$ cat src/rtl/bus_pkg.sv
// Shared 4-bit bus definitions: subcycle numbering, I/O opcodes and
// the data RAM address map used by the RAM and ROM chips.
package bus_pkg;

    localparam logic [2:0] SC_A1 = 3'd0;
    localparam logic [2:0] SC_A2 = 3'd1;
    localparam logic [2:0] SC_A3 = 3'd2;
    localparam logic [2:0] SC_M1 = 3'd3;
    localparam logic [2:0] SC_M2 = 3'd4;
    localparam logic [2:0] SC_X1 = 3'd5;
    localparam logic [2:0] SC_X2 = 3'd6;
    localparam logic [2:0] SC_X3 = 3'd7;

    localparam logic [3:0] IO_WRM = 4'h0;
    localparam logic [3:0] IO_WMP = 4'h1;
    localparam logic [3:0] IO_WRR = 4'h2;
    localparam logic [3:0] IO_WPM = 4'h3;
    localparam logic [3:0] IO_WR0 = 4'h4;
    localparam logic [3:0] IO_WR1 = 4'h5;
    localparam logic [3:0] IO_WR2 = 4'h6;
    localparam logic [3:0] IO_WR3 = 4'h7;
    localparam logic [3:0] IO_SBM = 4'h8;
    localparam logic [3:0] IO_RDM = 4'h9;
    localparam logic [3:0] IO_RDR = 4'hA;
    localparam logic [3:0] IO_ADM = 4'hB;
    localparam logic [3:0] IO_RD0 = 4'hC;
    localparam logic [3:0] IO_RD1 = 4'hD;
    localparam logic [3:0] IO_RD2 = 4'hE;
    localparam logic [3:0] IO_RD3 = 4'hF;

    localparam int RAM_WORDS = 80;

    function automatic logic is_ram_read(input logic [3:0] op);
        return (op == IO_SBM) || (op == IO_RDM) || (op == IO_ADM) ||
               (op[3:2] == 2'b11);
    endfunction

    function automatic logic is_ram_write(input logic [3:0] op);
        return (op == IO_WRM) || (op[3:2] == 2'b01);
    endfunction

    // {reg, status, index} -> reg*20 + (status ? 16+index[1:0] : index)
    function automatic logic [6:0] ram_index(input logic [6:0] a);
        logic [6:0] base;
        logic [6:0] off;
        base = {1'b0, a[6:5], 4'b0000} + {3'b000, a[6:5], 2'b00};
        off  = a[4] ? {5'b00100, a[1:0]} : {3'b000, a[3:0]};
        return base + off;
    endfunction

endpackage

$ cat src/rtl/ram_array.sv
// 80 x 4-bit storage for the data RAM: one synchronous write port
// and one asynchronous read port sharing a single address.
module ram_array
    import bus_pkg::*;
(
    input  logic       clock,
    input  logic       we_i,
    input  logic [6:0] addr_i,
    input  logic [3:0] wdata_i,
    output logic [3:0] rdata_o
);

    logic [3:0] mem_q [0:RAM_WORDS-1];
    logic [6:0] idx;

    assign idx = ram_index(addr_i);

    always_ff @(posedge clock) begin
        if (we_i) begin
            mem_q[idx] <= wdata_i;
        end
    end

    assign rdata_o = mem_q[idx];

endmodule

$ cat src/rtl/ram.sv
// Data RAM and output port chip on the multiplexed 4-bit bus; decodes
// SRC and I/O instructions and transfers data during X2.
module ram
    import bus_pkg::*;
#(
    parameter logic [1:0] CHIP_ID = 2'b00
) (
    input  logic       clock,
    input  logic       reset,
    input  logic       sync,
    input  logic       cmd,
    input  logic [3:0] data_i,
    output logic [3:0] data_o,
    output logic       data_en,
    output logic [3:0] io_out
);

    logic [2:0] cycle_q, cycle_d;
    logic       selected_q, selected_d;
    logic       src_q, src_d;
    logic [1:0] reg_sel_q, reg_sel_d;
    logic [3:0] char_sel_q, char_sel_d;
    logic [3:0] op_q, op_d;
    logic       op_active_q, op_active_d;
    logic [3:0] io_q, io_d;

    logic       exec;
    logic       we;
    logic [6:0] addr;
    logic [3:0] rdata;

    assign exec = op_active_q && (cycle_q == SC_X2);
    // Aborted instructions must not commit their X2 write.
    assign we   = exec && is_ram_write(op_q) && !sync && !reset;
    assign addr = {reg_sel_q, op_q[2],
                   op_q[2] ? {2'b00, op_q[1:0]} : char_sel_q};

    always_comb begin
        cycle_d     = sync ? SC_A1 : cycle_q + 3'd1;
        selected_d  = selected_q;
        src_d       = 1'b0;
        reg_sel_d   = reg_sel_q;
        char_sel_d  = char_sel_q;
        op_d        = op_q;
        op_active_d = op_active_q;
        io_d        = io_q;

        if (!cmd && cycle_q == SC_X2) begin
            src_d      = 1'b1;
            selected_d = (data_i[3:2] == CHIP_ID);
            if (data_i[3:2] == CHIP_ID) begin
                reg_sel_d = data_i[1:0];
            end
        end
        if (src_q && cycle_q == SC_X3 && selected_q) begin
            char_sel_d = data_i;
        end
        if (!cmd && cycle_q == SC_M2 && selected_q) begin
            op_d        = data_i;
            op_active_d = 1'b1;
        end
        if (exec && op_q == IO_WMP && !sync) begin
            io_d = data_i;
        end
        if (cycle_q == SC_X3 || sync) begin
            op_active_d = 1'b0;
        end
    end

    always_ff @(posedge clock) begin
        if (reset) begin
            cycle_q     <= SC_A1;
            selected_q  <= 1'b0;
            src_q       <= 1'b0;
            reg_sel_q   <= 2'b00;
            char_sel_q  <= 4'h0;
            op_q        <= 4'h0;
            op_active_q <= 1'b0;
            io_q        <= 4'h0;
        end else begin
            cycle_q     <= cycle_d;
            selected_q  <= selected_d;
            src_q       <= src_d;
            reg_sel_q   <= reg_sel_d;
            char_sel_q  <= char_sel_d;
            op_q        <= op_d;
            op_active_q <= op_active_d;
            io_q        <= io_d;
        end
    end

    ram_array u_array (
        .clock   (clock),
        .we_i    (we),
        .addr_i  (addr),
        .wdata_i (data_i),
        .rdata_o (rdata)
    );

    assign data_en = exec && is_ram_read(op_q);
    assign data_o  = data_en ? rdata : 4'h0;
    assign io_out  = io_q;

endmodule
$ cat config.mk
export PLATFORM = sky130hd
export DESIGN_NAME = ram
export DESIGN_NICKNAME = d
export VERILOG_FILES = /design/src/rtl/bus_pkg.sv /design/src/rtl/ram_array.sv /design/src/rtl/ram.sv
export SDC_FILE = /design/constraint.sdc
export NUM_CORES = 1
export LEC_CHECK = 0
export ABC_AREA = 0
export BUFFER_PORTS_ARGS = -buffer_cell sky130_fd_sc_hd__buf_4
export CAP_MARGIN = 5
export CORE_UTILIZATION = 63
export DETAILED_ROUTE_END_ITERATION = 8
export GPL_ROUTABILITY_DRIVEN = 0
export GPL_TIMING_DRIVEN = 0
export PLACE_DENSITY = 0.8
export SETUP_SLACK_MARGIN = 0.02
export SLEW_MARGIN = 10
export SYNTH_ARGS = -nofsm -noshare
export SYNTH_HDL_FRONTEND = slang
export SYNTH_SLANG_ARGS = --single-unit
$ cat constraint.sdc
create_clock -name clock -period 7.4 [get_ports clock]
set_input_delay 0.37 -clock clock [delete_from_list [all_inputs] [get_ports clock]]
set_output_delay 0.37 -clock clock [all_outputs]
set_load 0.02 [all_outputs]
# After elaboration in Yosys (flattened, before gate mapping)
# Memory sizes are Yosys's and may differ from the RTL's.
# Cells that the tools add are included.
classes:
  add_sub_neg: 3
  n_eq_ne: 9
  muxes: 6
  n_reduce_logical: 25
ops:
  columns: ["operator", "n"]
  rows:
  - ["equality test 4 bit (second input constant)", 3]
  - ["logical AND 1 bit", 12]
  - ["equality test 3 bit (second input constant)", 3]
  - ["2-to-1 mux 4 bit", 2]
  - ["adder 6 x 4 -> 7 bit", 1]
  - ["adder 7 bit", 1]
  - ["logical OR 1 bit", 5]
  - ["2-to-1 mux 5 bit", 1]
  - ["equality test 4 x 1 -> 1 bit (second input constant)", 1]
  - ["logical NOT 4 bit", 1]
  - ["OR reduction 2 bit", 2]
  - ["adder 3 x 1 -> 3 bit (second input constant)", 1]
  - ["logical NOT 1 bit", 3]
  - ["2-to-1 mux 1 bit", 3]
  - ["equality test 2 x 1 -> 1 bit (second input constant)", 1]
  - ["equality test 2 bit (second input constant)", 1]
  - ["logical NOT 2 bit", 1]
  - ["AND reduction 2 bit", 1]
totals:
  register_bits: 20
  mem_bits_rw: 320
  input_bits: 8
  output_inout_bits: 9
  elab_cells: 52
  mem_count: 1
memory_table:
  columns: ["memory", "words", "width", "rd", "rd_ports_with_merged_regs", "write_ports", "line_no", "text"]
  rows:
  - ["u_array.mem_q", 80, 4, 1, 0, 1, "ram_array.sv:13", "logic [3:0] mem_q [0:RAM_WORDS-1];"]

# Depth between registers and ports, before layout
# Gate-level depths: netlist (run 1).
logic_depth:
  depth_word: 7
  depth_mapped: 15
  mapped_depth_nobuf: 9

# Modules after synthesis
# A second synthesis (run 1) with hierarchy kept.
unflattened:
  hier_cells: 850
  area_unflattened_um2: 13995.9
by_module_without_submodules:
  columns: ["mod", "instances", "cells_per_inst", "area_each_um2", "seq_area_each_um2"]
  rows:
  - ["ram_array", 1, 760, 13077.5, 9609.2]
  - ["ram", 1, 90, 918.4, 400.4]

# Least setup slack after synthesis (run 1)
# OpenSTA, ideal clock, no wires.
synth_path:
  kind: "register to output"
  from: "register op_q[2]"
  to: "output port data_o[1]"
  t_arrival_ns: 3.088
  path_slack_ns: 3.942
  path_stages_with_launch: 13
  path_buffers: 4
  cell_sequence: "dfxtp_1 -> buf_6 -> buf_6 -> buf_2 -> nor2b_1 -> ha_1 -> fa_1 -> clkbuf_1 -> nor2_1 -> inv_1 -> a2111oi_0 -> nor4_1 -> a211oi_1"
synth_between:
  elab_chain_cells: 6
  word_cells_on_any_way: 13
  classes_between: "add/sub (1); eq/ne (4); mux (3); reduce/logical (4); memory (1)"
synth_rtl:
  columns: ["element", "line_no", "text"]
  rows:
  - ["start: declaration", "ram.sv:23", "logic [3:0] op_q, op_d;"]
  - ["start signal: assignment", "ram.sv:86", "op_q <= op_d;"]
  - ["branches (longest 5 deep; another with adder 7 bit)", null, null]
  - ["2-to-1 mux 4 bit (*)", "ram.sv:101", "assign data_o = data_en ? rdata : 4'h0;"]
  - ["end: declaration", "ram.sv:13", "output logic [3:0] data_o,"]
# Mark *: on every way between the ends.

# Final worst setup path (run 1)
# Same ends and word-level chain as after synthesis.

==> impl_metrics.tcl, run 1 <==
set metrics [dict create \
    run_status "finished, violations left" \
    violations "design-rule violations" \
    grt_pass1_vias 8707 \
    achievable-frequency_mhz 177 \
    cts.path.max_buffers 3 \
    post_dp_hpwl_mm 24.2 \
    detailroute.via_count 9314 \
    cts_tree "built" \
    cts-htree-levels 2 \
    number_of_drc_markers_after_the_initial_detailed_route_iteration 1654 \
    report.final.slew_viol_count 0 \
    timing.final.ws_setup_ns 1.76 \
    synth_mux_area_frac 0.0782 \
    power_per_cell_area_mw_per_mm2 243 \
    cp_data_arrival_time_ns 5.27 \
    nets 988 \
    synth.yosys.warnings 0 \
    synth.top_cell.area_share 0.685 \
    critical_path_class "reg2out" \
    port_buffer_count 15 \
    worst_setup_path_startpoint "op_q[2]" \
    clock_sink_count 340 \
    post_synth_inst_count 920 \
    synth_top_family_by_area "compound AO/OA/AOI/OAI gates" \
    final_area_mm2 0.0155 \
    critical_path_capture_point_type "output port" \
    holdBufCountCts 0 \
    core_area_mm2 0.0218 \
    timing.max_cap.violations 0 \
    asyncSetResetFlopFracSynth 0 \
    num_io_pins 17 \
    fin_worst_hold_slack_ns 0.0407 \
    post_cts_buffers 0 \
    synth-seq-area-share 0.713 \
    route.detailed.wl_per_inst_um 31.1 \
    n_antenna_cell 0 \
    die_w_um 151 \
    cp_max_fo 10 \
    initial_utilization 0.643 \
    core.rowCount 54 \
    die-area_mm2 0.0229 \
    critical_path.reg2reg.startpoint "op_q[2]" \
    cts-buffers-inserted 35 \
    wirelength_mm 39.6 \
    grt_start_max_net_pins 85 \
    final-instance-count-excl-fill 1275 \
    vdd_ir_drop_max_uv 219 \
    number_of_antenna_violations_at_the_first_check_in_global_routing 0 \
    timing_worst_slew_pin_value_ns 1.36 \
    number_of_optimization_iterations_in_the_first_detailed_route_pass 8 \
    postSynthNetCount 936 \
    final_worst_path_cycle_share 0.763 \
    hp-start "cmd" \
    final_core_util 0.712 \
    detailed_place.area_mm2 0.0145 \
    finalSetupViolCount 0 \
    most_frequently_used_flop_master_after_synthesis "edfxtp_1" \
    synth_top_area_cell "edfxtp_1" \
    count_of_fill_cells_added_during_filler_insertion 1411 \
    drive_gt1_frac 0.168 \
    synth_enable_flop_cells 320 \
    grt_first_pass_wirelength_mm 56.6 \
    cts_resized 0 \
    synth_cell_types 76 \
    yosysMostFrequentCell "edfxtp_1" \
    yosys-top-cells-count "edfxtp_1 (320), nor2_1 (117), mux2i_1 (64), o22ai_1 (46), mux2_2 (37)" \
    clk_pin_slew_ns 0.06 \
    synthesis.area_mm2 0.0140 \
    synth_compound_gate_area_share 0.0928 \
    grt_remaining_overflow 0 \
    rsz0062_at_grt "false" \
    syn_area_per_cell_um2 15.3 \
    multiInputGateArea_mm2 0.00373 \
    min_period_ns 5.64 \
    dpl_worst_slack_ns 2.56 \
    worst_setup_path_start_kind "flop" \
    track_usage 0.359 \
    route.antenna.remaining_nets 0 \
    yosys.area_share.xor_xnor 0.00187 \
    cts.root.buffer_cell "clkbuf_16" \
    flow.area_growth_from_synthesis_pct 10.7 \
    cellLeakagePower_nw 4.90 \
    hp-class "in2reg" \
    via_per_inst 7.31 \
    setup-tns-final_ns 0 \
    postSynthRegisterBits 340 \
    numPlacedInstances 1215 \
    clock_insertion_delay_worst_skew_ns 0.53 \
    die_height_um 151 \
    drc 2 \
    netlist_top_cells_area "edfxtp_1 (68%), mux2i_1 (4.6%), nor2_1 (3.1%)" \
    critical_path_required_ns 7.03 \
    slew-limit-headroom 0.0879 \
    synth_adder_area_share 0.00767 \
    final-seq-area_mm2 0.0100 \
    finalPower_mw 3.78 \
    post_synth_and_or_nand_nor_area_fraction 0.0854 \
    report.final.hold_viol_count 0 \
    clock-skew-final_ns 0.0158 \
]
[layout by cell type (no fill, tap or decap), types with 12 or more instances in the layout]
master,n
buf_2,28
buf_4,22
clkbuf_1,17
clkbuf_16,36
dfxtp_1,20
edfxtp_1,320
mux2_2,37
mux2i_1,64
nand2_1,16
nand3_1,12
nor2_1,117
nor3_1,12
o21ai_0,30
o221ai_1,13
o22ai_1,46
[power by group]
part	internal, mW	total (mW)	switching [mW]
registers	2.10	2.10	0.000419
clock network	0.929	1.64	0.710
logic	0.00321	0.0357	0.0325
[state kept, by name (all words and copies together), names as in the netlist]
register and cells:
selected_q 1, src_q 1, char_sel_q 4, cycle_q 3, u_array.mem_q 320, op_active_q 1
op_q 4, io_out 4, reg_sel_q 2
[area by class of cell]
type / instances / area share
flip-flops and latches: 340 / 0.644
inverters: 7 / 0.00169
multi-input cells: 526 / 0.240
well taps: 280 / 0.0225
clock buffers: 46 / 0.0604
repair buffers: 15 / 0.00724
clock inverters: 14 / 0.00684
plain buffers: 47 / 0.0172
[final timing paths]
path                               end  cells after the start  slack, ns
hold / removal                   src_q                      2       0.04
setup reg to reg  u_array.mem_q[76][1]                     12       2.79
hold reg to reg             cycle_q[0]                      1       0.46
setup / recovery             data_o[1]                     13       1.76
[critical path, stage by stage (launching register included)]
cell and delay [ns]:
dfxtp_1 0.37, buf_6 0.17, buf_6 0.16, buf_2 0.24
nor2b_1 0.08, ha_1 0.22, fa_1 0.47, a21oi_1 0.27
nand2_1 0.11, mux2i_1 0.90, o31ai_1 0.28, a2111oi_0 0.97
a211oi_1 0.28, buf_4 0.23
[logic make-up after synthesis]
kind of cell / after synthesis
adders and majority gates: 8
DFF: 340
buffers and inverters: 54
and+or+nand+nor: 227
muxes: 104
xor gates and xnor gates: 3
AOI/OAI and AO/OA: 184
[layer usage]
layer	up-vias	track usage	part of all wire
met5	-	0	0
li1	3758	-	-
met2	932	0.520	0.43
met4	0	0.193	0.068
met3	211	0.123	0.16
met1	4413	0.480	0.35
Power figures use the tool's default switching activity.
==> run 2, diff against run 1 <==
Settings changed: CORE_UTILIZATION 63 to 57, PLACE_DENSITY 0.8 to 0.76.
Clock period 7.4 ns to 4.89 ns, I/O delays scaled along.
==> run 2 against run 1 <==
  * The run now ends clean
  * First-iteration DRC count increased by 7.1%
  * Core utilization fell by 6.6 points
  * Clock power grew 53%
  * Count of clock-buffer cells in the layout down 1
  * Sequential cell count did not move
  * Hold slack improved by 0.058 ns
==> impl_metrics.tcl, run 2 (synthesized netlist as in run 1, its figures left out) <==
set metrics [dict create \
    clock_insertion_delay_worst_skew_ns 0.54 \
    final_area_mm2 0.0157 \
    cts.path.max_buffers 3 \
    track_usage 0.325 \
    via_per_inst 7.03 \
    cts-buffers-inserted 35 \
    die_w_um 159 \
    route.antenna.remaining_nets 0 \
    timing_worst_slew_pin_value_ns 1.14 \
    cellLeakagePower_nw 4.91 \
    die_height_um 159 \
    cts-htree-levels 2 \
    numPlacedInstances 1259 \
    clock_sink_count 340 \
    number_of_drc_markers_after_the_initial_detailed_route_iteration 1771 \
    post_dp_hpwl_mm 24.8 \
    finalSetupViolCount 0 \
    port_buffer_count 15 \
    report.final.hold_viol_count 0 \
    final-instance-count-excl-fill 1321 \
    setup-tns-final_ns 0 \
    ff_to_ff_setup_slack_ns 0.80 \
    grt_peak_use_layer "met2" \
    met1_demand_to_capacity_share_in_global_routing 0.457 \
    global_route.usage.met3 0.0841 \
    core_area_mm2 0.0242 \
    critical_path.reg2reg.startpoint "op_q[2]" \
    met2_usage 0.466 \
    cp_data_arrival_time_ns 4.63 \
    hp-class "in2reg" \
    largest_register_ffs 320 \
    worst_setup_path_start_kind "flop" \
    nets 989 \
    cp_max_fo 10 \
    worst_setup_path_startpoint "op_q[2]" \
    final_core_util 0.647 \
    crit-reg2reg-capture "u_array.mem_q[38][0]" \
    worstSetupEndpoint "data_o[1]" \
    regMostFlops "u_array.mem_q" \
    vdd_ir_drop_max_uv 354 \
    die-area_mm2 0.0253 \
    number_of_antenna_violations_at_the_first_check_in_global_routing 3 \
    wirelength_mm 40.3 \
    detailroute.via_count 9282 \
    cts_tree "built" \
    critical_path_required_ns 4.65 \
    layout_common_cells "edfxtp_1 (320), nor2_1 (112), mux2i_1 (63)" \
    report.final.slew_viol_count 0 \
    timing.max_cap.violations 0 \
    flow.area_growth_from_synthesis_pct 11.7 \
    critical_path_class "reg2out" \
    run_status "completed" \
    grt_remaining_overflow 0 \
    cts.root.buffer_cell "clkbuf_16" \
    ff2ff_path_depth 11 \
    slew-limit-headroom 0.233 \
    final_common_cell "edfxtp_1" \
    min_period_ns 4.88 \
    clock-skew-final_ns 0.0295 \
    detailed_place.area_mm2 0.0146 \
    clk_pin_slew_ns 0.06 \
    route.detailed.wl_per_inst_um 30.5 \
    finalPower_mw 5.75 \
    rsz0062_at_grt "true" \
    drive_gt1_frac 0.177 \
    number_of_optimization_iterations_in_the_first_detailed_route_pass 7 \
    grt_first_pass_wirelength_mm 59.1 \
    power_per_cell_area_mw_per_mm2 367 \
    grt_start_max_net_pins 85 \
    critical_path_capture_point_type "output port" \
    core.rowCount 57 \
    count_of_fill_cells_added_during_filler_insertion 1750 \
    num_io_pins 17 \
    final_worst_path_cycle_share 0.997 \
    initial_utilization 0.579 \
    grt_pass1_vias 9005 \
    post_cts_buffers 0 \
    achievable-frequency_mhz 205 \
    drc 0 \
]
==> run 2: final cells by class <==
type,instances,area [um^2],area share
antenna,1,2.50,0.000160
buffer,46,268,0.0171
tap,324,405,0.0259
clock inverter,15,130,0.00830
multi-input combinational,526,3790,0.242
inverter,7,26.3,0.00168
timing repair buffer,17,133,0.00846
sequential,340,10000,0.638
clock buffer,45,913,0.0583
==> run 2: through the flow <==
step / setup slack (ns) / hold WS (ns)
4_1_cts: 0.0244 / 0.102
6_report: 0.0130 / 0.0990
3_3_place_gp: 0.251 / 0.427
3_5_place_dp: 0.248 / 0.433
5_1_grt: 0.00228 / 0.140
2_1_floorplan: 1.56 / 0.321
==> run 2: worst min path at each step <==
stage                     startpoint           end  cells past startpoint
final                          reset  reg_sel_q[1]                      2
after global routing           reset  reg_sel_q[1]                      2
after CTS                      reset  reg_sel_q[1]                      2
after detailed placement         cmd         src_q                      2
after global placement           cmd         src_q                      2
after floorplan                 sync    cycle_q[0]                      1
==> run 2: per-layer routing <==
layer,up-vias,part of all wire
met3,210,0.14
met1,4440,0.36
li1,3761,-
met2,871,0.43
met5,-,0
met4,0,0.064
==> run 2: worst max-delay path, cell delays in order, from the launching register on <==
cell and delay, ns:
dfxtp_1 0.36, buf_6 0.16, buf_6 0.16, buf_2 0.23, nor2b_1 0.08, ha_1 0.22
fa_1 0.49, xnor2_1 0.66, nor2_2 0.25, o211ai_1 0.17, o31ai_1 0.14, a2111oi_2 0.69
a211oi_1 0.27, buf_4 0.23
==> run 2: power breakdown <==
| part | switching (mW) | internal [mW] | leakage [nW] |
|---|---|---|---|
| clock network | 1.08 | 1.43 | 0.512 |
| logic | 0.0512 | 0.00590 | 1.36 |
| registers | 0.000763 | 3.18 | 3.04 |
==> run 2: timing repair <==
| action | CTS | global route |
|---|---|---|
| gates resized for setup | 4 | 12 |
| gates cloned | 0 | 0 |
| endpoints found under the setup margin | 2 | 4 |
| pin swaps | 0 | 0 |
| hold buffers | 2 | 0 |
| hold endpoints to repair | 3 | 0 |
